==> config.mk <==
export PLATFORM = sky130hd
export DESIGN_NAME = writeback_arbiter
export DESIGN_NICKNAME = d
export VERILOG_FILES = /design/src/rtl/writeback_arbiter.sv
export SDC_FILE = /design/constraint.sdc
export NUM_CORES = 1
export LEC_CHECK = 0
export ABC_AREA = 1
export CORE_ASPECT_RATIO = 0.7
export CORE_MARGIN = 5
export CORE_UTILIZATION = 33
export CTS_CLUSTER_DIAMETER = 120
export DETAILED_ROUTE_END_ITERATION = 8
export HOLD_SLACK_MARGIN = 0.12
export SYNTH_ARGS = -nofsm -noshare
export SYNTH_HDL_FRONTEND = slang
export SYNTH_SLANG_ARGS = --single-unit
==> constraint.sdc <==
create_clock -name clk -period 3.4 [get_ports clk]
set_input_delay 1.02 -clock clk [delete_from_list [all_inputs] [get_ports clk]]
set_output_delay 1.02 -clock clk [all_outputs]
set_load 0.1 [all_outputs]
==> src/rtl/writeback_arbiter.sv <==
// rtl/writeback_arbiter.sv - register file write-port arbiter for ALU and load-return results
//
// Purpose: merges ALU results and buffered load returns onto the single
// register file write port. Load returns sit in a DEPTH-entry FIFO so the
// load unit is not stalled while the ALU writes. The ALU normally wins the
// port. With WB_STARVE_GUARD_EN defined, a starve counter limits how many
// consecutive cycles the FIFO head can be bypassed.
//
// Optional feature macro: WB_STARVE_GUARD_EN
//
// Ports:
//   clk, rst       - clock; synchronous active-high reset
//   alu_valid/rd/data, alu_ready - ALU result handshake (ready is combinational)
//   ld_valid/rd/data, ld_ready   - load-return handshake into the FIFO (ready = !full)
//   RegWrite, rd, Write_data     - registered register file write port
//   pending_mask   - bit k set while any buffered load targets register k
//   fifo_count     - number of occupied FIFO entries
module writeback_arbiter #(
    parameter int n            = 32,
    parameter int DEPTH        = 4,
    parameter int STARVE_LIMIT = 4
) (
    input  logic                     clk,
    input  logic                     rst,
    input  logic                     alu_valid,
    input  logic [4:0]               alu_rd,
    input  logic [n-1:0]             alu_data,
    output logic                     alu_ready,
    input  logic                     ld_valid,
    input  logic [4:0]               ld_rd,
    input  logic [n-1:0]             ld_data,
    output logic                     ld_ready,
    output logic                     RegWrite,
    output logic [4:0]               rd,
    output logic [n-1:0]             Write_data,
    output logic [31:0]              pending_mask,
    output logic [$clog2(DEPTH):0]   fifo_count
);

    localparam int PW = $clog2(DEPTH);
    localparam int CW = PW + 1;

    if (STARVE_LIMIT < 1 || STARVE_LIMIT > 15 || DEPTH < 2 || (DEPTH & (DEPTH - 1)) != 0) begin : g_bad_param
        $error("writeback_arbiter: illegal DEPTH or STARVE_LIMIT");
    end

    // FIFO storage and pointers
    logic [4:0]   fifo_rd_q   [DEPTH];
    logic [4:0]   fifo_rd_d   [DEPTH];
    logic [n-1:0] fifo_data_q [DEPTH];
    logic [n-1:0] fifo_data_d [DEPTH];
    logic [PW-1:0] wr_ptr_q, wr_ptr_d;
    logic [PW-1:0] rd_ptr_q, rd_ptr_d;
    logic [CW-1:0] count_q, count_d;

    // Write port registers
    logic         regwrite_q, regwrite_d;
    logic [4:0]   rd_q, rd_d;
    logic [n-1:0] write_data_q, write_data_d;

    logic fifo_empty;
    logic push;
    logic pop;
    logic sel_alu;
    logic starve_fire;

    assign fifo_empty = (count_q == '0);
    assign ld_ready   = (count_q != CW'(DEPTH));
    // Reset cycles discard any handshake, so nothing enters the FIFO.
    assign push       = ld_valid && ld_ready && !rst;

`ifdef WB_STARVE_GUARD_EN
    logic [3:0] sc_q, sc_d;

    assign starve_fire = (sc_q == 4'(STARVE_LIMIT)) && !fifo_empty;

    // Counts consecutive ALU wins over a waiting FIFO head; any pop or an
    // empty FIFO restarts the count.
    always_comb begin
        sc_d = sc_q;
        if (fifo_empty || pop) begin
            sc_d = '0;
        end else if (sel_alu && sc_q != 4'(STARVE_LIMIT)) begin
            sc_d = sc_q + 4'd1;
        end
    end

    always_ff @(posedge clk) begin
        if (rst) begin
            sc_q <= '0;
        end else begin
            sc_q <= sc_d;
        end
    end
`else
    assign starve_fire = 1'b0;
`endif

    assign alu_ready = !starve_fire;
    assign sel_alu   = !starve_fire && alu_valid;
    assign pop       = starve_fire || (!alu_valid && !fifo_empty);

    // FIFO bookkeeping
    always_comb begin
        fifo_rd_d   = fifo_rd_q;
        fifo_data_d = fifo_data_q;
        wr_ptr_d    = wr_ptr_q;
        rd_ptr_d    = rd_ptr_q;
        if (push) begin
            fifo_rd_d[wr_ptr_q]   = ld_rd;
            fifo_data_d[wr_ptr_q] = ld_data;
            wr_ptr_d              = wr_ptr_q + PW'(1);
        end
        if (pop) begin
            rd_ptr_d = rd_ptr_q + PW'(1);
        end
        count_d = count_q + CW'(push) - CW'(pop);
    end

    // Write port selection. Destination x0 is consumed without a write, and
    // rd/Write_data keep their previous values whenever no write happens.
    always_comb begin
        regwrite_d   = 1'b0;
        rd_d         = rd_q;
        write_data_d = write_data_q;
        if (sel_alu) begin
            if (alu_rd != 5'd0) begin
                regwrite_d   = 1'b1;
                rd_d         = alu_rd;
                write_data_d = alu_data;
            end
        end else if (pop) begin
            if (fifo_rd_q[rd_ptr_q] != 5'd0) begin
                regwrite_d   = 1'b1;
                rd_d         = fifo_rd_q[rd_ptr_q];
                write_data_d = fifo_data_q[rd_ptr_q];
            end
        end
    end

    // Occupied entries are the count_q slots starting at the read pointer.
    always_comb begin
        pending_mask = '0;
        for (int k = 0; k < DEPTH; k++) begin
            if (CW'(k) < count_q) begin
                pending_mask[fifo_rd_q[rd_ptr_q + PW'(k)]] = 1'b1;
            end
        end
    end

    always_ff @(posedge clk) begin
        if (rst) begin
            wr_ptr_q     <= '0;
            rd_ptr_q     <= '0;
            count_q      <= '0;
            regwrite_q   <= 1'b0;
            rd_q         <= '0;
            write_data_q <= '0;
        end else begin
            wr_ptr_q     <= wr_ptr_d;
            rd_ptr_q     <= rd_ptr_d;
            count_q      <= count_d;
            regwrite_q   <= regwrite_d;
            rd_q         <= rd_d;
            write_data_q <= write_data_d;
        end
    end

    // Entry contents need no reset; only slots counted by count_q are read.
    always_ff @(posedge clk) begin
        fifo_rd_q   <= fifo_rd_d;
        fifo_data_q <= fifo_data_d;
    end

    assign RegWrite   = regwrite_q;
    assign rd         = rd_q;
    assign Write_data = write_data_q;
    assign fifo_count = count_q;

endmodule
# Word level (Yosys, flattened, before mapping)
# Index checks and enable logic that the tools add are counted.
# totals
register_bits,193
in_bits,78
out_inout_bits,75
word_cells,110
# op_classes
n_addsub,6
magnitude_cmp,18
eq_ne,2
mux,45
bitwise_logic,8
reduce_logical,17
# ops
operator,count
$mux 32,11
$bwmux 128,1
$or 32x32->32,3
$mux 5,13
$bmux 32 s2,1
$demux 32 s2,1
$bmux 5 s2,4
$lt 5x6->1 const B,4
$bwmux 20,1
$demux 1 s5,4
$ge 5x1->1 const B,4
$ge 3x3->1 const B,5
$not 2->3,5
$demux 5 s2,1
$reduce_bool 5->1,2
$logic_and 1x1->1,8
$mux 1,8
$lt 1x3->1 const A,2
$lt 2x3->1 const A,2
$add 2x1->2 const B,2
$add 2x2->2 const B,2
$reduce_bool 2->1,2
$add 3x1->3,1
$logic_not 1->1,3
6 further kinds,6

# Logic depth before layout (Yosys ltp)
# Gate-level depths: netlist of the first run.
# depth
ltp_word,15
ltp_mapped,14
mapped_depth_nobuf,11

# Least setup slack after synthesis of the first run
# No wires, ideal clock.
# synth_path
path_type,register to register
from,register count_q[1] (netlist: fifo_count[1])
to,register fifo_data_q[0] in the netlist's numbering (enable)
t_arrival_ns,4.068
required_ns,2.969
path_slack_ns,-1.099
path_stages_with_launch,5
n_path_buf,0
synth_period_minus_slack_ns,4.499
path_cell_list,dfxtp_1 > inv_1 > nand3_1 > nand3_1 > nor2_1
# synth_between
elab_chain_len,3
# synth_rtl
element,line_no,text
"start, declared",54,"logic [CW-1:0] count_q, count_d;"
"start signal, assigned",162,count_q <= count_d;
$ne 3x3->1,68,assign ld_ready = (count_q != CW'(DEPTH));
via ld_ready,32,"output logic ld_ready,"
$logic_and 1x1->1 (2 in series),70,assign push = ld_valid && ld_ready && !rst;
"end signal, assigned",172,fifo_data_q <= fifo_data_d;
"end, declared",50,logic [n-1:0] fifo_data_q [DEPTH];
# The timed path passes the listed nets, and every way through them passes these cells.
# A chain may end at the register's enable or synchronous reset.

# Final worst setup path of the first run
# layout_path
from,register rd_ptr_q[0]
to,output pending_mask[0]
# layout_between
elab_chain_len,15
# layout_rtl
element,line_no,text
"start, declared",53,"logic [PW-1:0] rd_ptr_q, rd_ptr_d;"
"start signal, assigned",161,rd_ptr_q <= rd_ptr_d;
$add 2x1->2 or $not 2->3 (tied branches),146,pending_mask[fifo_rd_q[rd_ptr_q + PW'(k)]] = 1'b1;
$not 2->3 (implied by the code) or $bmux 5 s2 (tied branches),146,
$bmux 5 s2 or $mux 5 (tied branches),146,
$mux 5 (implied by the code),146,
"$mux 5 (implied by the code), or another cell as far along",146,
"$lt 5x6->1 (implied by the code), or another cell as far along",146,
$logic_and 1x1->1 (implied by the code) or $mux 1 (tied branches),146,
$mux 1 (implied by the code) or $demux 1 s5 (tied branches),146,
$demux 1 s5 or $mux 32 (tied branches),"146, 145",
$or 32x32->32 (no source line),--,
$mux 32,145,if (CW'(k) < count_q) begin
$or 32x32->32 (no source line),--,
$mux 32,145,
$or 32x32->32 (no source line),--,
$mux 32 *,145,
"end, declared",36,"output logic [31:0] pending_mask,"
# Mark *: on every way between the ends. The rest lies on a longest branch, timed or not. The select of a mux whose other input is x is not followed.

==> qor.csv, run 1 <==
metric,value,unit
fraction of the mapped netlist area in adder cells,1.28,%
synth unique cells,38,
Buffers on Ports,151,
row count,51,
Total GRT Usage,17.5,%
Remaining DRCs,0,
"top cells by area, synth","edfxtp_1 (47%), nand2_1 (15%), dfxtp_1 (9.6%)",
initial cell density of the core,33.6,%
CTS tree,yes,
Crit Path Category,flop to output port,
Syn Nets,1126,
Synth Flop Type,edfxtp_1,
initial antenna violation count,2,
Num CTS Buffers,17,
Sw Ratio,47.9,%
post-synthesis mux area share,1.39,%
register bit total from synthesis,193,
RePlAce Congestion,0.970,
Synth Area in Compound Gates,7.42,%
ANT nets after route,0,
first-pass GRT wire length,43300,µm
syn avg cell area,9.02,µm²
largest family of logic cells by synthesized area,simple AND/OR/NAND/NOR gates,
number of max-cap violations,0,
xor and xnor area share after synthesis,0.0934,%
Slew Limit Fails,0,
r2r worst-path depth,12,
final setup fails,0,
Synth Instances,1039,
via count,7956,
largest net degree at the start of global routing,46,
Final Hold Slack,489,ps
CTS Buffer Depth,2,
Final Cycle Share,99.9,%
Worst setup SP type,flop,
worst path required time,2380,ps
Leakage,0.00525,µW
hold path cells,2,
Final HPWL DP,19600,µm
Die Area,31900,µm²
initial DRC count,522,
Mapped Area,9380,µm²
cell internal pwr,5740,µW
Final Hold Viols,0,
Comb pwr share,55.9,%
share of cells above drive strength 1,27.0,%
register area share after synthesis,57.0,%
endpoint type of the worst setup path,output port,
Simple-Gate Fraction of Synth Area,27.3,%
Sw Pwr,5270,µW
Nets,1305,
Synth area leader,edfxtp_1,
crit path DAT,2380,ps
clock skew,8.04,ps
Peak Freq,295,MHz
Final Critical Period,3400,ps
Worst slew margin,41.4,%
Post-synth EDFFs,148,
clock share of power,17.7,%
"Reg clk slew, reported paths",70,ps
Non-Filler Instances,1603,
"FFs w/ async S/R, synth",0,%
Hold WC Path Type,flop to flop,
clk_lat worst skew,430,ps
Worst-Margin Slew,872,ps
yosys warns,0,
status,"complete, no violations",
GRT overflow,0,
vias in the first global route,7586,
drt wl/cell,17.7,µm
sequential power share,26.4,%
PwrDens,837,nW/µm²
Total Wirelength,28300,µm
H-Tree Depth,4,
Crit Path Max Fanout,8,
Inst Count DP,1550,
Post-CTS Hold Fix Bufs,0,
die height,151,µm
Synth top area share,47.4,%
Num Clock Sinks,193,
die width,211,µm
Vias/cell,4.96,
clock tree root buffer cell,clkbuf_16,
IO Pins,153,
core area,27900,µm²
"Area growth, synth to finish",40.3,%
Pre-Repair DR Iteration Count,6,
RSZ-0062 raised after global routing,yes,
Peak VDD IR,461,µV
==> flip-flops by register name, indices dropped and copies added (netlist names) <==
name         flops
RegWrite         1
Write_data      32
fifo_count       3
fifo_data_q    128
fifo_rd_q       20
rd               5
rd_ptr_q         2
wr_ptr_q         2
==> layout make-up <==
type	instances	area, µm²
fillers	2551	14700
flip-flops and latches	193	5360
multi-input cells	736	4230
repair buffers	203	2240
clock buffers	23	468
well taps	371	464
inverters	66	269
clock inverters	9	108
repair inverters	1	7.51
diodes	1	2.50
==> final timing paths <==
path | to | from | slack (ps)
setup / recovery | pending_mask[0] | rd_ptr_q[0] | 4
hold / removal | Write_data[30] | Write_data[30] | 490
setup reg to reg | Write_data[29] | rd_ptr_q[0] | 920
hold reg to reg | Write_data[30] | Write_data[30] | 490
==> stage by stage <==
stage | setup slack (ps) | util (%) | setup TNS (ps) | power [µW] | area, µm²
3_5_place_dp | 231 | 42.1 | 0 | 8240 | 11700
2_1_floorplan | -393 | - | -2040 | 6650 | 9520
4_1_cts | -23.8 | 44.8 | -23.8 | 10400 | 12500
6_report | 4.48 | 47.2 | 0 | 11000 | 13200
5_1_grt | -137 | 47.2 | -2310 | 11600 | 13200
3_3_place_gp | 257 | 42.1 | 0 | 8230 | 11700
==> logic make-up (layout without fill, tap and decap cells) <==
family	Yosys count	after routing
simple gates	595	596
flops	193	193
compound gates	116	116
buf+inv	111	302
mux	13	13
fa+ha+maj	9	9
other cells	1	2
xor+xnor	1	1
==> cell usage after synthesis (7+ instances only) <==
cell type and instances:
inv_1 58, buf_6 7, dfxtp_1 45, mux2i_1 13, nand3b_1 22, buf_2 16, o21ai_0 14, a21oi_1 54
nor2_1 117, ha_1 8, clkbuf_1 17, edfxtp_1 148, o21ai_1 9, nand3_1 39, nand4_1 29, a22oi_1 29
nand2_1 365
==> power by group through the flow <==
| stage | Sequential, µW | Clock (µW) | Combinational [µW] |
|---|---|---|---|
| 3_3_place_gp | 2930 | 0 | 5300 |
| 3_5_place_dp | 2940 | 0 | 5310 |
| 5_1_grt | 2920 | 2120 | 6540 |
| 6_report | 2900 | 1950 | 6160 |
| 4_1_cts | 2900 | 1990 | 5470 |
| 2_1_floorplan | 3730 | 0 | 2920 |
==> layout by cell type (no fill, tap or decap), types with 13 or more instances in the layout <==
master / Yosys / final
nand2_1: 365 / 329
edfxtp_1: 148 / 148
nor2_1: 117 / 83
buf_4: 4 / 79
clkdlybuf4s50_1: 0 / 76
a21oi_1: 54 / 48
dfxtp_1: 45 / 40
inv_1: 58 / 36
buf_12: 0 / 36
nand2_2: 6 / 32
nor2_4: 0 / 29
a22oi_1: 29 / 29
nand4_1: 29 / 29
inv_2: 6 / 23
nand3_2: 3 / 22
nand3b_1: 22 / 22
clkbuf_16: 0 / 20
nand3_1: 39 / 18
mux2i_1: 13 / 13
==> worst max-delay path, cell delays in order (launching register included) <==
cell and delay (ps):
dfxtp_4 430, clkinvlp_4 250, nand2_2 160, nand2_2 80
o21ai_4 190, nand2_2 120, nor2_4 130, buf_6 120
a21oi_2 50, o211ai_1 140, clkbuf_16 260
==> routing by layer <==
layer | track usage, % | routed length [µm] | up-vias
met5 | 0 | 22 | -
met4 | 3.54 | 284 | 4
met3 | 5.22 | 2070 | 28
met2 | 26.9 | 12800 | 279
met1 | 24.8 | 13100 | 3790
li1 | - | - | 3855
==> timing repair <==
| action | CTS | global route |
|---|---|---|
| setup buffers | 9 | 11 |
| endpoints found under the setup margin | 32 | 32 |
| gates cloned | 1 | 1 |
| gates resized for setup | 26 | 154 |
| pin swaps | 6 | 40 |
Note: power is estimated with default switching activity, not from simulation.
==> run 2, diff against run 1 <==
--- a/config.mk
+++ b/config.mk
@@ -6,10 +6,10 @@
 export NUM_CORES = 1
 export LEC_CHECK = 0
 export ABC_AREA = 1
+export ABC_CLOCK_PERIOD_IN_PS = 3400
 export CORE_ASPECT_RATIO = 0.7
 export CORE_MARGIN = 5
 export CORE_UTILIZATION = 33
-export CTS_CLUSTER_DIAMETER = 120
 export DETAILED_ROUTE_END_ITERATION = 8
 export HOLD_SLACK_MARGIN = 0.12
 export SYNTH_ARGS = -nofsm -noshare
==> results of run 2 <==
Final layout, timing and power as in run 1 (identical DEF).
==> run 3, diff against run 2 <==
--- a/config.mk
+++ b/config.mk
@@ -11,7 +11,10 @@
 export CORE_MARGIN = 5
 export CORE_UTILIZATION = 33
 export DETAILED_ROUTE_END_ITERATION = 8
+export GPL_ROUTABILITY_DRIVEN = 0
 export HOLD_SLACK_MARGIN = 0.12
+export PLACE_DENSITY = 0.68
+export RECOVER_POWER = 100
 export SYNTH_ARGS = -nofsm -noshare
 export SYNTH_HDL_FRONTEND = slang
 export SYNTH_SLANG_ARGS = --single-unit
==> qor.csv, run 3 (synthesized netlist as in run 1, its figures left out) <==
metric,value,unit,change
status,"complete, no violations",,unchanged
"Area growth, synth to finish",33.8,%,was 40.3%
Largest register FFs,128,,unchanged
first-pass GRT wire length,41900,µm,"was 43,300 µm"
die height,151,µm,unchanged
vias in the first global route,7615,,"was 7,586"
Final HPWL DP,19300,µm,"was 19,600 µm"
PwrDens,845,nW/µm²,was 837 nW/µm²
via count,8044,,"was 7,956"
Inst Count DP,1547,,"was 1,550"
RSZ-0062 raised after global routing,yes,,unchanged
clock tree root buffer cell,clkbuf_16,,unchanged
largest net degree at the start of global routing,46,,unchanged
Remaining DRCs,0,,unchanged
Hold WC Path Type,flop to flop,,unchanged
Peak VDD IR,619,µV,was 461 µV
clock skew,10.8,ps,was 8.04 ps
CP max-delay cell,dfxtp_4,,unchanged
clk_lat worst skew,430,ps,about the same
Total Wirelength,27900,µm,"was 28,300 µm"
Crit Path Category,flop to output port,,unchanged
Non-Filler Instances,1593,,"was 1,603"
drt wl/cell,17.5,µm,was 17.7 µm
Num CTS Buffers,17,,unchanged
H-Tree Depth,4,,unchanged
CTS Buffer Depth,2,,unchanged
Leakage,0.00496,µW,was 0.00525 µW
number of max-cap violations,0,,unchanged
share of cells above drive strength 1,17.9,%,was 27.0%
Num Clock Sinks,193,,unchanged
most frequent cells in the layout,"nand2_1 (353), edfxtp_1 (148), nor2_1 (93)",,"was nand2_1 (329), edfxtp_1 (148), nor2_1 (83)"
final setup fails,0,,unchanged
endpoint type of the worst setup path,output port,,unchanged
worst path required time,2380,ps,about the same
CTS tree,yes,,unchanged
die width,211,µm,unchanged
ANT nets after route,0,,unchanged
row count,51,,unchanged
Post-CTS Hold Fix Bufs,0,,unchanged
Die Area,31900,µm²,unchanged
Worst setup SP type,flop,,unchanged
fillers,2611,,"was 2,551"
Reg with most FFs,fifo_data_q,,unchanged
Final Hold Viols,0,,unchanged
Buffers on Ports,151,,unchanged
initial antenna violation count,10,,was 2
CP Cell Sequence,clkinv_8 > nand2_4 > nand2_8 > nand2_2 > o21ai_4 > buf_4 > nor3_4 > buf_12 > nand2_1 > o211ai_1 > clkbuf_16,,was clkinvlp_4 > nand2_2 > nand2_2 > o21ai_4 > nand2_2 > nor2_4 > buf_6 > a21oi_2 > o211ai_1 > clkbuf_16
"commonest non-fill, non-tap cell in the layout",nand2_1,,unchanged
Slew Limit Fails,0,,unchanged
Final Cycle Share,99.4,%,was 99.9%
Worst-Margin Slew,1280,ps,was 872 ps
CP bufs+invs,4,,was 3
"CP delay by family, top",buffers and inverters,,unchanged
initial cell density of the core,33.6,%,unchanged
"Reg clk slew, reported paths",70,ps,about the same
Vias/cell,5.05,,was 4.96
Tot Pwr,10600,µW,"was 11,000 µW"
setup_tns,0,ps,unchanged
Pre-Repair DR Iteration Count,5,,was 6
GRT overflow,0,,unchanged
crit-path max cell delay,460,ps,was 430 ps
Total GRT Usage,16.9,%,was 17.5%
crit path DAT,2360,ps,was 2380 ps
Crit Path Max Fanout,11,,was 8
initial DRC count,593,,was 522
core area,27900,µm²,unchanged
Nets,1295,,"was 1,305"
Peak Freq,296,MHz,was 295 MHz
IO Pins,153,,unchanged
Worst slew margin,14.9,%,was 41.4%
Final Critical Period,3380,ps,was 3400 ps
==> run 3: changes by cell type in the layout (fill, tap and decap cells not counted), sizes merged <==
cell           previous run  this run
buf                     124        65
clkbuf                   26        69
clkdlybuf4s50            76        37
dlygate4sd3               0        39
inv                      66        71
bufinv                    2         3
==> run 3: what timing repair did <==
item,CTS,global route
buffers inserted,5,6
cloned,0,2
setup endpoints to repair,32,32
gates resized for setup,14,71
pin swaps,5,17
==> run 3: report_power, final <==
group          switching, µW  total (µW)  leakage (µW)  internal, µW
sequential               127        2900       0.00172          2770
combinational           4100        5620       0.00294          1520
clock                    899        2080      0.000303          1180
total                   5120       10600       0.00496          5480
==> run 3: worst paths after layout <==
| check | slack, ps | from | cells after the start | endpoint |
|---|---|---|---|---|
| max | 20 | rd_ptr_q[0] | 11 | pending_mask[6] |
| min | 490 | Write_data[0] | 2 | Write_data[0] |
| max reg2reg | 800 | fifo_count[1] | 6 | fifo_data_q[65] |
| min reg2reg | 490 | Write_data[0] | 2 | Write_data[0] |
==> run 3: area by class of cell <==
type / count / area (µm²) / share of cell area (%)
timing repair buffer: 193 / 1910 / 15.2
clock inverter: 15 / 195 / 1.56
timing repair inverter: 1 / 8.76 / 0.0698
inverter: 66 / 277 / 2.21
antenna: 1 / 2.50 / 0.0200
clock buffer: 17 / 425 / 3.39
multi-input combinational: 736 / 3900 / 31.1
sequential: 193 / 5360 / 42.7
tap: 371 / 464 / 3.70
==> run 3: worst reg2reg max path, delay by kind of cell, from the launching register on <==
family	cells	cell delay, ps
AND/OR/NAND/NOR	3	880
buffers and inverters	3	970
flip-flops	1	370
==> run 3: metrics by stage <==
step	utilization, %	hold WS [ps]	cell area, µm²	setup slack [ps]
detailed placement	42.2	478	11800	298
global route	45.0	510	12500	-137
global placement	42.2	469	11800	330
floorplan	-	491	9520	-393
finish	45.0	486	12500	20.7
CTS	45.0	488	12500	12.0
==> run 3: layer usage <==
layer  share of wire [%]  GRT usage, %  vias up
met2                  46          26.9      367
met4                 1.3          4.15       12
li1                    -             -     3830
met3                 9.7          4.74       53
met1                  43          22.9     3782
met5                0.23             0        -
